File: src/rtl/rubik_pkg.sv
// Shared move codes, FSM state types and constants for the cube move scheduler.
package rubik_pkg;
  localparam int          MOVE_W    = 4;
  localparam int          NUM_MOVES = 12;
  localparam logic [15:0] LFSR_SEED = 16'hACE1;

  typedef enum logic [MOVE_W-1:0] {
    MV_R = 4'd0, MV_RP, MV_L, MV_LP, MV_F, MV_FP,
    MV_B, MV_BP, MV_U, MV_UP, MV_D, MV_DP
  } move_t;

  typedef enum logic [1:0] {M_IDLE, M_SHUFFLE, M_SOLVE} mode_t;
  typedef enum logic [1:0] {E_READY, E_HOLD, E_GAP} eng_t;
endpackage

File: src/rtl/move_fifo.sv
// Count-based FIFO; a write is accepted while full when a read frees the slot in the same cycle.
module move_fifo #(
  parameter int DEPTH = 8,
  parameter int WIDTH = 4
) (
  input  logic             clk,
  input  logic             reset,
  input  logic             wr_en,
  input  logic [WIDTH-1:0] wr_data,
  input  logic             rd_en,
  output logic [WIDTH-1:0] rd_data,
  output logic             empty,
  output logic             wr_ready
);
  localparam int AW = (DEPTH > 1) ? $clog2(DEPTH) : 1;

  logic [WIDTH-1:0] mem [DEPTH];
  logic [AW-1:0]    wp, rp;
  logic [AW:0]      count;
  logic             full, do_wr, do_rd;

  function automatic logic [AW-1:0] nxt(input logic [AW-1:0] p);
    return (p == AW'(DEPTH - 1)) ? '0 : p + AW'(1);
  endfunction

  assign full     = (count == (AW+1)'(DEPTH));
  assign empty    = (count == '0);
  assign wr_ready = !full || rd_en;
  assign do_rd    = rd_en && !empty;
  assign do_wr    = wr_en && wr_ready;
  assign rd_data  = mem[rp];

  always_ff @(posedge clk)
    if (do_wr) mem[wp] <= wr_data;

  always_ff @(posedge clk or posedge reset)
    if (reset) begin
      wp    <= '0;
      rp    <= '0;
      count <= '0;
    end else begin
      if (do_wr) wp <= nxt(wp);
      if (do_rd) rp <= nxt(rp);
      case ({do_wr, do_rd})
        2'b10:   count <= count + (AW+1)'(1);
        2'b01:   count <= count - (AW+1)'(1);
        default: count <= count;
      endcase
    end
endmodule

File: src/rtl/move_scheduler.sv
// Sequences one-hot motor moves from an LFSR shuffle source or a queued solver stream.
module move_scheduler
  import rubik_pkg::*;
#(
  parameter int MOVE_HOLD   = 4,
  parameter int MOVE_GAP    = 8,
  parameter int SHUFFLE_LEN = 20,
  parameter int FIFO_DEPTH  = 8
) (
  input  logic        clk,
  input  logic        reset,
  input  logic        btn_shuffle,
  input  logic        btn_solve,
  input  logic        sol_valid,
  input  logic [3:0]  sol_move,
  output logic        sol_ready,
  output logic [11:0] move_out,
  output logic        shuffle,
  output logic        retain,
  output logic        busy,
  output logic [7:0]  move_cnt,
  output logic        err
);
  localparam logic [7:0] HOLD_LAST = 8'(MOVE_HOLD - 1);
  localparam logic [7:0] GAP_LAST  = 8'(MOVE_GAP - 1);
  localparam logic [7:0] SH_LEN    = 8'(SHUFFLE_LEN);

  mode_t       mode, mode_nx;
  eng_t        eng, eng_nx;
  logic [7:0]  tmr, tmr_nx, cnt_nx;
  logic [11:0] mv_nx;
  logic [15:0] lfsr;
  logic [3:0]  prev_sh, prev_sh_nx, raw, sh_code, code, fifo_q;
  logic        retain_nx, push, pop, fifo_wr, fifo_empty, fifo_ready;

  assign push      = sol_valid && sol_ready;
  assign fifo_wr   = push && (sol_move < 4'd12);
  assign sol_ready = fifo_ready && (mode != M_SHUFFLE);
  assign shuffle   = (mode == M_SHUFFLE);
  assign busy      = (mode != M_IDLE);

  move_fifo #(.DEPTH(FIFO_DEPTH), .WIDTH(MOVE_W)) u_fifo (
    .clk(clk), .reset(reset), .wr_en(fifo_wr), .wr_data(sol_move),
    .rd_en(pop), .rd_data(fifo_q), .empty(fifo_empty), .wr_ready(fifo_ready)
  );

  // Fold 12..15 onto 8..11, then dodge an immediate undo of the previous shuffle move.
  assign raw     = (lfsr[3:0] < 4'd12) ? lfsr[3:0] : lfsr[3:0] - 4'd4;
  assign sh_code = (raw != (prev_sh ^ 4'd1)) ? raw :
                   (raw >= 4'd10) ? raw - 4'd10 : raw + 4'd2;

  always_comb begin
    mode_nx    = mode;
    eng_nx     = eng;
    tmr_nx     = tmr;
    cnt_nx     = move_cnt;
    mv_nx      = move_out;
    prev_sh_nx = prev_sh;
    retain_nx  = 1'b0;
    pop        = 1'b0;
    code       = sh_code;

    case (mode)
      M_IDLE:
        if (btn_shuffle) begin
          mode_nx = M_SHUFFLE;
          cnt_nx  = '0;
        end else if (btn_solve) begin
          mode_nx = M_SOLVE;
          cnt_nx  = '0;
        end
      M_SHUFFLE:
        if (eng == E_READY && move_cnt == SH_LEN) begin
          mode_nx   = M_IDLE;
          retain_nx = 1'b1;
        end
      M_SOLVE:
        if (eng == E_READY && fifo_empty) begin
          mode_nx   = M_IDLE;
          retain_nx = 1'b1;
        end
      default: mode_nx = M_IDLE;
    endcase

    case (eng)
      E_READY: begin
        if (mode == M_SHUFFLE && move_cnt != SH_LEN) begin
          eng_nx     = E_HOLD;
          prev_sh_nx = sh_code;
        end else if (mode == M_SOLVE && !fifo_empty) begin
          eng_nx = E_HOLD;
          pop    = 1'b1;
          code   = fifo_q;
        end
        if (eng_nx == E_HOLD) begin
          tmr_nx = HOLD_LAST;
          mv_nx  = 12'd1 << code;
          cnt_nx = (move_cnt == 8'hFF) ? move_cnt : move_cnt + 8'd1;
        end
      end
      E_HOLD:
        if (tmr == '0) begin
          eng_nx = E_GAP;
          tmr_nx = GAP_LAST;
          mv_nx  = '0;
        end else tmr_nx = tmr - 8'd1;
      E_GAP:
        if (tmr == '0) eng_nx = E_READY;
        else tmr_nx = tmr - 8'd1;
      default: eng_nx = E_READY;
    endcase
  end

  always_ff @(posedge clk or posedge reset)
    if (reset) begin
      mode     <= M_IDLE;
      eng      <= E_READY;
      tmr      <= '0;
      move_cnt <= '0;
      move_out <= '0;
      prev_sh  <= 4'hF;
      retain   <= 1'b0;
      err      <= 1'b0;
      lfsr     <= LFSR_SEED;
    end else begin
      mode     <= mode_nx;
      eng      <= eng_nx;
      tmr      <= tmr_nx;
      move_cnt <= cnt_nx;
      move_out <= mv_nx;
      prev_sh  <= prev_sh_nx;
      retain   <= retain_nx;
      err      <= err || (push && sol_move >= 4'd12);
      lfsr     <= {lfsr[14:0], lfsr[15] ^ lfsr[13] ^ lfsr[12] ^ lfsr[10]};
    end
endmodule
File: config.mk
export PLATFORM = sky130hd
export DESIGN_NAME = move_scheduler
export DESIGN_NICKNAME = d
export VERILOG_FILES = /design/src/rtl/rubik_pkg.sv /design/src/rtl/move_fifo.sv /design/src/rtl/move_scheduler.sv
export SDC_FILE = /design/constraint.sdc
export NUM_CORES = 1
export LEC_CHECK = 0
export BUFFER_PORTS_ARGS = -buffer_cell sky130_fd_sc_hd__buf_2
export CORE_MARGIN = 2
export CORE_UTILIZATION = 60
export DETAILED_ROUTE_END_ITERATION = 12
export PLACE_DENSITY = 0.79
export SLEW_MARGIN = 20
export SYNTH_ARGS = -nofsm -noshare
export SYNTH_HDL_FRONTEND = slang
export SYNTH_SLANG_ARGS = --single-unit
export TNS_END_PERCENT = 10
File: constraint.sdc
create_clock -name clk -period 3.9 [get_ports clk]
set_input_delay 0 -clock clk [delete_from_list [all_inputs] [get_ports clk]]
set_output_delay 0 -clock clk [all_outputs]
set_load 0.1 [all_outputs]
==> results of run 1 <==
[flip-flops by register name, indices dropped and copies added, names as in the netlist]
name / cells
err: 1
u_fifo.count: 4
mode: 2
lfsr: 16
move_out: 12
move_cnt: 8
tmr: 8
eng: 2
u_fifo.mem: 32
retain: 1
u_fifo.wp: 3
u_fifo.rp: 3
prev_sh: 4
[kinds of logic after synthesis]
logic type | Yosys count | share of synthesized area, %
buf+inv | 30 | 2.83
fa+ha+maj | 19 | 4.98
mux | 22 | 6.92
compound gates | 79 | 12.2
xor+xnor | 17 | 3.28
flops | 96 | 54.0
simple gates | 132 | 15.8
[Yosys cell counts, drive strengths merged (3+ instances only)]
cell type and instances:
clkbuf 7, inv 16, a31oi 8, nand2b 7, o21ai 18, o31ai 3
mux4 8, dfrtp 52, buf 7, nor2 32, nor4 5, nand4 5
a21oi 18, mux2i 6, nand3b 3, nand3 10, a211oi 3, xnor2 5
mux2 8, o22a 3, a22o 9, nor4b 3, nor3b 6, nor3 13
and3 3, xor2 12, nand2 34, ha 19, o22ai 3, dfstp 12
edfxtp 32
[per-layer routing]
layer  share of wire (%)  vias to the layer above
met3                 2.9                       14
met4                 1.8                        0
met5                   0                        -
li1                    -                     1527
met1                  46                     1603
met2                  50                       52
[power by group through the flow]
stage               combinational (mW)  clock [mW]  sequential, mW
global placement                  1.67           0            1.44
global route                      1.90       0.761            1.47
detailed placement                1.71           0            1.45
finish                            1.74       0.702            1.43
floorplan                         1.29           0            1.59
CTS                               1.74       0.715            1.43
[layout make-up]
cell class | instances | area share (%)
clock buffers | 11 | 2.47
clock inverters | 5 | 1.53
inverters | 16 | 1.13
multi-input cells | 269 | 39.0
flip-flops and latches | 96 | 48.4
well taps | 102 | 2.40
repair buffers | 44 | 5.03
[stage by stage]
step	util (%)	instance area (um2)	worst slack, ps	cells	hold WS, ps
floorplan	-	4790	327	395	98.9
finish	68.9	5320	813	543	46.1
CTS	68.9	5320	821	543	34.2
global route	68.9	5320	586	543	59.4
global placement	65.1	5030	915	519	28.6
detailed placement	65.1	5030	828	519	39.1
[worst reg2reg max path: stages (launching register included)]
cell,delay [ps]
dfrtp_1,420
inv_1,80
ha_1,200
and4bb_1,240
a31oi_4,300
and2b_1,300
nand2_1,190
inv_1,100
ha_1,270
xor2_1,180
ha_1,190
a21oi_1,140
xor2_1,160
nor2_1,70
xor2_1,140
[final timing paths]
kind | end | slack, ps
worst max-delay path | u_fifo.count[2] | 810
worst min-delay path | mode[0] | 50
worst max register to register | u_fifo.count[2] | 810
worst min register to register | lfsr[9] | 350
max in group asynchronous | lfsr[5] | 2780
min in group asynchronous | u_fifo.wp[0] | 190
==> results by group, run 1 <==
Status
  • Status: finished clean

STA
  • Tmin final: about 3100 ps
  • RSZ-0062 raised after global routing: false
  • Slew HR: a little over a third
  • Final hold vios: 0
  • Final period utilization: between 70 and 80%
  • Worst-margin pin slew: approximately 940 ps
  • Fmax: around 320 MHz
  • Setup TNS: 0 ps
  • Final Slew Violations: 0
  • Setup violations, final: 0
  • Fin Clk Skew: 9.87 ps

Critical path
  • Worst Reg-to-Reg Cells: 14
  • Crit path largest cell delay: approximately 420 ps
  • Worst path slowest cell: dfrtp_1
  • CP Depth: 14
  • Worst Path Required: slightly above 4000 ps
  • Launch point of the worst path: move_cnt[0]
  • Crit-path max FO: 7
  • Largest delay share family, worst path: simple AND/OR/NAND/NOR gates
  • Reg2reg start: move_cnt[0]
  • CP Launch Type: flip-flop
  • Bufs and invs on worst path: 2
  • Critical path arrival: about 3300 ps
  • Cells along the critical path: inv_1, ha_1, and4bb_1, a31oi_4, and2b_1, nand2_1, inv_1, ha_1, xor2_1, ha_1, a21oi_1, xor2_1, nor2_1, xor2_1
  • Crit Path Class: flip-flop to flip-flop
  • Crit end category: flip-flop

Finish
  • Flip-flop and latch area: approximately 2600 um2
  • Fin nets: 464
  • Share of cells above drive strength 1: between 20% and 30%
  • Commonest non-fill, non-tap cells in the layout: 52 x dfrtp_1, 34 x nand2_1, 33 x buf_2
  • Filler cell count: between 500 and 600
  • N_diodes: 0
  • Area of the multi-input gates: between 2000 and 2500 um2
  • Area grow syn2layout: 11.5%
  • Most common cell after layout, fill and taps aside: dfrtp_1

Global routing
  • Met1 GRT Util: 29.8%
  • Largest net degree at the start of global routing: 45
  • Met3 Use GR: 4.83%
  • Met2 usage: between 30 and 40%
  • Global-route wire length before repair: between 10000 and 15000 um
  • Total track usage: 22.2%
  • GRT overflow: 0
  • Vias in the first global route: 3081
  • Gr busiest metal: met2
  • Initial antenna violation count: 0

Clocking
  • H-tree depth: 3
  • CTS clk-pin slew, worst paths: 90 ps
  • Num CTS Buffers: 9
  • CTS tree: yes
  • Post-CTS setup buffers: 0
  • Clock sinks: 96
  • Maximum root-to-sink buffer count: 2
  • Root Driver: clkbuf_8
  • Hold buffers post-CTS: 8
  • Post_cts resized: 0
  • Worst skew pair latency: between 300 and 400 ps

Route
  • Pre-Repair DR Iteration Count: 4
  • Post-route ant nets: 0
  • Vias: around 3200
  • Via-to-Cell Ratio: around 5.9
  • Routed WL: roughly 8800 um
  • DRT iter0 DRCs: between 150 and 200
  • WL/cell: approximately 16 um
  • DRC viols: 0

Place
  • Final estimated routing congestion in global placement: ~0.85
  • Port bufs: 33
  • Post-DP HPWL: between 6000 and 7000 um

Die
  • Core Box Area: slightly below 8000 um2
  • I/O pin count: 34
  • Initial Util: 61.8%
  • Total die area: between 8000 and 9000 um2
  • Die height: 93.2 um
  • Die Width: between 90 and 100 um
  • FP Rows: 32

Power
  • Pint: approximately 2.2 mW
  • P_sw: about 1.7 mW
  • Pwr Total: around 3.9 mW
  • VDD IR-drop max: approximately 0.61 mV
  • Leakage power: 2.24 nW
  • Pwr dens: between 700 and 800 nW/um2
  • Logic gate share of total power: 44.9%
  • Switch share: 43.7%
  • Sequential share of power: about 37%
  • Clock network fraction of total power: approximately 18%

Logic synthesis
  • Yosys reg bits: 96
  • Synth area leader: dfrtp_1
  • Top post-synthesis cells by area: dfrtp_1 27%, edfxtp_1 20%, dfstp_2 6.6%
  • Synth unique cells: slightly below 70
  • Post-synthesis sequential area ratio: a little over half
  • Number of synthesized flops with an enable pin: 32
  • Most used DFF post-synth: dfrtp_1
  • Syn Area/Cell: about 12 um2
  • Cells after Synth: approximately 400
  • Asr flop ratio synth: around 67%
  • Yosys warning total: 0
  • Share of the synthesized area in the top cell type: 27.3%
  • Post-Synthesis Net Count: 423
  • Syn Std Cell Area: about 4800 um2

Min path
  • Hold crit path type: input pin to flip-flop
  • Hold wc startpoint: btn_solve
  • Hold Path Cell Cnt: 3

Flow run
  • Number of max-cap violations: 0
Power figures use the tool's default switching activity.
==> inputs of run 2 (changes only) <==
- clock period: 3.9 -> 3.1 ns (I/O delays scaled with it)
==> run 2 against run 1 <==
  * Via count is 1.2% lower
  * Maximum frequency increased by 8.0%
  * Final area grew 1.5%
  * Wire length decreased by 2.1%
  * Die area did not move
  * Critical endpoint unchanged
  * Largest power group unchanged
  * Highest routed layer unchanged
==> results by group, run 2 (synthesis gave the netlist of run 1 again) <==
STA
  • Setup violations, final: 0
  • Slew HR: ~43%
  • Tmin final: roughly 2900 ps
  • Setup TNS: 0 ps
  • Fin Clk Skew: about 13 ps
  • Worst-margin pin slew: ~860 ps
  • RSZ-0062 raised after global routing: false
  • Fmax: 350 MHz
  • Final Slew Violations: 0
  • Final hold vios: 0
  • WHS: roughly 350 ps
  • Final period utilization: between 90% and 100%

Clocking
  • Root Driver: clkbuf_8
  • CTS clk-pin slew, worst paths: around 90 ps
  • H-tree depth: 3
  • Num CTS Buffers: 9
  • Post-CTS setup buffers: 0
  • Clock sinks: 96
  • Maximum root-to-sink buffer count: 2
  • CTS tree: yes
  • Worst skew pair latency: roughly 360 ps

Power
  • Clock network fraction of total power: 18.1%
  • Leakage power: ~2.3 nW
  • P_sw: about 2.1 mW
  • VDD IR-drop max: 0.691 mV
  • Pint: around 2.8 mW
  • Pwr Total: around 4.9 mW
  • Switch share: between 40% and 50%
  • Logic gate share of total power: a little under half
  • Pwr dens: 912 nW/um2
  • Sequential share of power: between 30% and 40%

Finish
  • Area grow syn2layout: 13.1%
  • Most common cell after layout, fill and taps aside: dfrtp_1
  • Commonest non-fill, non-tap cells in the layout: 48 x dfrtp_1, 33 x nand2_1, 33 x buf_2
  • Filler cell count: ~550
  • Design Area, Final: between 5000 and 6000 um2
  • Regs by FF count: u_fifo.mem x32, lfsr x16, move_out x12
  • Fin nets: 467
  • Share of cells above drive strength 1: roughly a quarter
  • Final cell count without fillers: 546
  • Max FFs per register: 32
  • N_diodes: 0
  • Reg with most FFs: u_fifo.mem

Place
  • Placed instance area: 5090 um2
  • Post-DP HPWL: around 6200 um
  • Inst Count DP: between 500 and 600
  • Final estimated routing congestion in global placement: roughly 0.85
  • Port bufs: 33

Global routing
  • Vias in the first global route: around 3100
  • Initial antenna violation count: 0
  • GRT overflow: 0
  • Largest net degree at the start of global routing: 42
  • Global-route wire length before repair: about 15000 um
  • Total track usage: a little over a fifth

Critical path
  • Crit-path max FO: 7
  • Worst Path Required: 3340 ps
  • CP Launch Type: flip-flop
  • Crit Path Class: flip-flop to flip-flop
  • Crit end category: flip-flop
  • Critical path arrival: slightly above 3000 ps

Route
  • Post-route ant nets: 0
  • Via-to-Cell Ratio: approximately 5.8
  • DRC viols: 0
  • Pre-Repair DR Iteration Count: 4
  • DRT iter0 DRCs: ~190
  • WL/cell: about 16 um
  • Vias: roughly 3200
  • Routed WL: ~8600 um

Die
  • Die height: just over 90 um
  • FP Rows: 32
  • Initial Util: 61.8%
  • Total die area: ~8700 um2
  • Core Box Area: 7730 um2
  • I/O pin count: 34
  • Die Width: slightly above 90 um

Status
  • Status: finished clean

Flow run
  • Number of max-cap violations: 0

Min path
  • Hold crit path type: input pin to async pin
==> run 2: power by group through the flow <==
stage | Sequential (mW) | Clock, mW | Combinational (mW)
floorplan | 2.01 | 0 | 1.65
global placement | 1.82 | 0 | 2.15
detailed placement | 1.84 | 0 | 2.21
CTS | 1.82 | 0.904 | 2.23
global route | 1.86 | 0.952 | 2.44
finish | 1.81 | 0.890 | 2.22
==> run 2: what timing repair did <==
action                                  4_1_cts  5_1_grt
gates resized for setup                       0        1
hold buffers                                  8        0
endpoints found under the setup margin        0        1
endpoints found under the hold margin        75        0
==> run 2: final cells by class <==
cell class	count	area [um2]	share of cell area, %
Clock buffer	13	180	3.34
Clock inverter	3	46.3	0.857
Inverter	16	60.1	1.11
Multi-Input combinational cell	269	2110	39.1
Sequential cell	96	2580	47.8
Tap cell	102	128	2.36
Timing Repair Buffer	47	290	5.38
==> run 2: path summary, 6_finish.rpt <==
path | slack [ps] | cells past startpoint | start | end
min in group clk | 350 | 0 | lfsr[8] | lfsr[9]
max | 240 | 14 | move_cnt[0] | u_fifo.count[2]
max reg2reg | 240 | 14 | move_cnt[0] | u_fifo.count[2]
min reg2reg | 350 | 0 | lfsr[8] | lfsr[9]
min | 350 | 3 | reset | u_fifo.wp[1]
max in group asynchronous | 1870 | 4 | reset | prev_sh[2]
==> run 2: layer usage <==
layer	part of all wire, %	GRT usage [%]
met1	44	27.6
met4	1.1	6.25
met2	51	38.2
met3	3.4	5.24
met5	0	0
==> run 2: worst max-delay path: stages, from the launching register on <==
cell,delay (ps)
dfrtp_2,420
inv_2,50
ha_1,190
and4bb_1,240
a31oi_4,190
and2b_2,290
nand2_2,140
inv_1,90
ha_2,220
xor2_1,170
ha_1,200
a21oi_1,170
xor2_1,170
nor2_1,70
xor2_1,150
==> run 2: per-stage QoR <==
step	utilization [%]	setup WS [ps]
floorplan	-	20.3
global placement	65.9	403
detailed placement	65.9	243
CTS	69.8	214
global route	69.9	78.3
finish	69.9	241
==> inputs of run 3 (changes only) <==
- ABC_AREA: not set -> 1
==> run 3 against run 2 <==
  * Wire length is 4.7% higher
  * Power is 0.24% higher
  * Sequential cell count unchanged
  * Clock skew about the same
  * Register-to-register slack improved by 150 ps
  * Worst hold slack got worse by 300 ps
  * Sequential power down 3%
  * Global-route usage grew 1.1 points
  * First-iteration DRC count shrank 1.1%
  * Sequential share of layout area increased by 1.1 points
  * Non-clock buffer count is 4 lower
  * Synthesized area down 1.7%
  * Critical path type unchanged
==> results by group, run 3 <==
Global routing
  • Vias in the first global route: 3488
  • Initial antenna violation count: 0
  • Largest net degree at the start of global routing: 35
  • Total track usage: between 20% and 30%
  • Global-route wire length before repair: about 16000 um
  • GRT overflow: 0

Power
  • Leakage power: roughly 2.4 nW
  • VDD IR-drop max: approximately 0.57 mV
  • Pwr Total: between 4 and 5 mW
  • Pwr dens: ~930 nW/um2

STA
  • Final period utilization: between 80% and 90%
  • Fmax: 370 MHz
  • Final Slew Violations: 0
  • Slew HR: between 40% and 50%
  • Tmin final: about 2700 ps
  • Worst-margin pin slew: 845 ps
  • RSZ-0062 raised after global routing: false
  • Setup violations, final: 0
  • Fin Clk Skew: approximately 13 ps
  • Final hold vios: 0
  • Final setup margin: 395 ps

Logic synthesis
  • Post-synthesis sequential area ratio: a little over half
  • Yosys warning total: 0
  • Commonest cells post-synth: 115 x nand2_1, 56 x nor2_1, 55 x nand3_1
  • Yosys reg bits: 96
  • Asr flop ratio synth: about 67%
  • Synth area leader: dfrtp_1
  • Xor and xnor area share after synthesis: ~1.9%
  • Number of synthesized flops with an enable pin: 32
  • Compound-gate portion of the synthesized area: under 10%
  • Share of the synthesized area in the top cell type: between 20% and 30%
  • Post-Synthesis Net Count: around 540
  • Top post-synthesis cells by area: dfrtp_1 28%, edfxtp_1 20%, nand2_1 9.2%
  • Synth unique cells: 39
  • Mux cell area share after synthesis: less than 1%
  • Syn Std Cell Area: roughly 4700 um2
  • Leading cell type by number of instances after synthesis: nand2_1
  • Most used DFF post-synth: dfrtp_1
  • Largest family of logic cells by synthesized area: simple AND/OR/NAND/NOR gates
  • Syn Area/Cell: 9.12 um2
  • Cells after Synth: a little over 500
  • Adder-cell area share of the yosys netlist: between 5 and 6%
  • Synth Area in Simple Gates: around a quarter

Min path
  • Hold Path Cell Cnt: 4
  • Hold wc startpoint: btn_solve
  • Hold crit path type: input pin to flip-flop
  • Hold Path Sink: move_cnt[7]

Place
  • Port bufs: 33
  • Inst Count DP: between 600 and 700
  • Final estimated routing congestion in global placement: between 0.9 and 1
  • Placed instance area: 5030 um2
  • Post-DP HPWL: 6580 um
  • Place WS: 409 ps

Die
  • Total die area: roughly 8500 um2
  • I/O pin count: 34
  • Die Width: between 90 and 100 um
  • Initial Util: 61.4%
  • Core Box Area: around 7600 um2
  • FP Rows: 32
  • Die height: around 90 um

Route
  • WL/cell: approximately 13 um
  • Pre-Repair DR Iteration Count: 5
  • DRC viols: 0
  • Vias: 3547
  • DRT iter0 DRCs: ~190
  • Routed WL: 8990 um
  • Post-route ant nets: 0
  • Via-to-Cell Ratio: between 5 and 6

Critical path
  • Worst Reg-to-Reg Cells: 15
  • Crit path largest cell delay: ~440 ps
  • Crit-path max FO: 6
  • Launch point of the worst path: move_cnt[1]
  • Crit end category: flip-flop
  • CP Launch Type: flip-flop
  • Crit Path Class: flip-flop to flip-flop
  • Critical path arrival: around 3000 ps
  • Cells along the critical path: inv_2, ha_4, nand2_2, nor2_4, nand2_2, a21oi_4, nand2_4, a21oi_4, nand3_2, ha_4, xor2_1, nand3_1, o31ai_1, o211ai_1, xor2_1
  • Worst R2R Setup Slack: between 300 and 400 ps
  • Reg2reg end: u_fifo.count[3]
  • Worst Path Required: between 3000 and 4000 ps
  • Reg2reg start: move_cnt[1]
  • Worst path slowest cell: dfrtp_2

Flow run
  • Number of max-cap violations: 0

Finish
  • N_diodes: 0
  • Filler cell count: 576
  • Max FFs per register: 32
  • Area grow syn2layout: 12.6%
  • Fin nets: 590
  • Most common cell after layout, fill and taps aside: nand2_1
  • Flip-flop and latch area: roughly 2600 um2
  • Final cell count without fillers: about 670
  • Share of cells above drive strength 1: just under 20%
  • Regs by FF count: u_fifo.mem x32, lfsr x16, move_out x12
  • Reg with most FFs: u_fifo.mem
  • Fin util: 69.1%
  • Area of the multi-input gates: between 1500 and 2000 um2
  • Design Area, Final: 5290 um2
  • Commonest non-fill, non-tap cells in the layout: 114 x nand2_1, 55 x nand3_1, 54 x nor2_1

Clocking
  • CTS clk-pin slew, worst paths: ~100 ps
  • Num CTS Buffers: 9
  • CTS tree: yes
  • Worst skew pair latency: about 360 ps
  • Clock sinks: 96
  • Post-CTS setup buffers: 0
  • Root Driver: clkbuf_8
  • H-tree depth: 3
  • Maximum root-to-sink buffer count: 2

Status
  • Status: finished clean
## run 3: changes by cell type after synthesis, moves of 10 or more
| cell | change |
|---|---|
| nand2_1 | +81 |
| nand3_1 | +45 |
| inv_1 | +35 |
| nor2_1 | +24 |
| o21ai_0 | +19 |
| a21oi_1 | -10 |
| nor2_2 | +10 |
## run 3: per-stage QoR
stage                     hold WS, ps  setup TNS, ps
after global routing             91.3              0
after global placement            166              0
after detailed placement          178              0
after floorplan                  98.9           -796
final                            46.1              0
after CTS                        35.8              0
## run 3: logic make-up after synthesis
| logic type | after synthesis |
|---|---|
| simple gates | 259 |
| flops | 96 |
| buf+inv | 66 |
| compound gates | 64 |
| fa+ha+maj | 19 |
| xor+xnor | 10 |
| mux | 1 |
## run 3: cell type report
class	instances	share of cell area (%)
clock buffers	10	2.41
clock inverters	6	1.02
inverters	59	4.19
multi-input cells	353	36.2
flip-flops and latches	96	48.9
well taps	102	2.41
repair buffers	43	4.88
## run 3: metal layers
layer  GRT usage [%]  vias up  wire length [um]
met5               0        -                 0
met2            38.1       94              4260
met4            7.34        0               148
li1                -     1789                 -
met1            30.5     1650              4140
met3            5.21       14               440
## run 3: what timing repair did
action,CTS,global route
endpoints found under the hold margin,70,0
gates resized for setup,0,0
hold buffers,7,0
## run 3: worst max-delay path by stage
stage / to / slack [ps] / depth (start not counted)
4_1_cts: u_fifo.count[3] / 390 / 17
6_report: u_fifo.count[3] / 390 / 15
3_5_place_dp: u_fifo.count[2] / 410 / 17
5_1_grt: u_fifo.count[3] / 150 / 15
2_1_floorplan: u_fifo.count[2] / -340 / 18
3_3_place_gp: u_fifo.count[2] / 520 / 17
## run 3: critical path: cells and delay by family, from the launching register on
family / cells / cell delay, ps
and+or+nand+nor: 6 / 640
AOI/OAI and AO/OA: 4 / 720
adders and majority gates: 2 / 340
xor gates and xnor gates: 2 / 370
buffers and inverters: 1 / 100
DFF: 1 / 440
## run 3: where the power goes
part | internal, mW | switching (mW)
Sequential | 1.53 | 0.211
Combinational | 0.639 | 1.79
Clock | 0.304 | 0.456
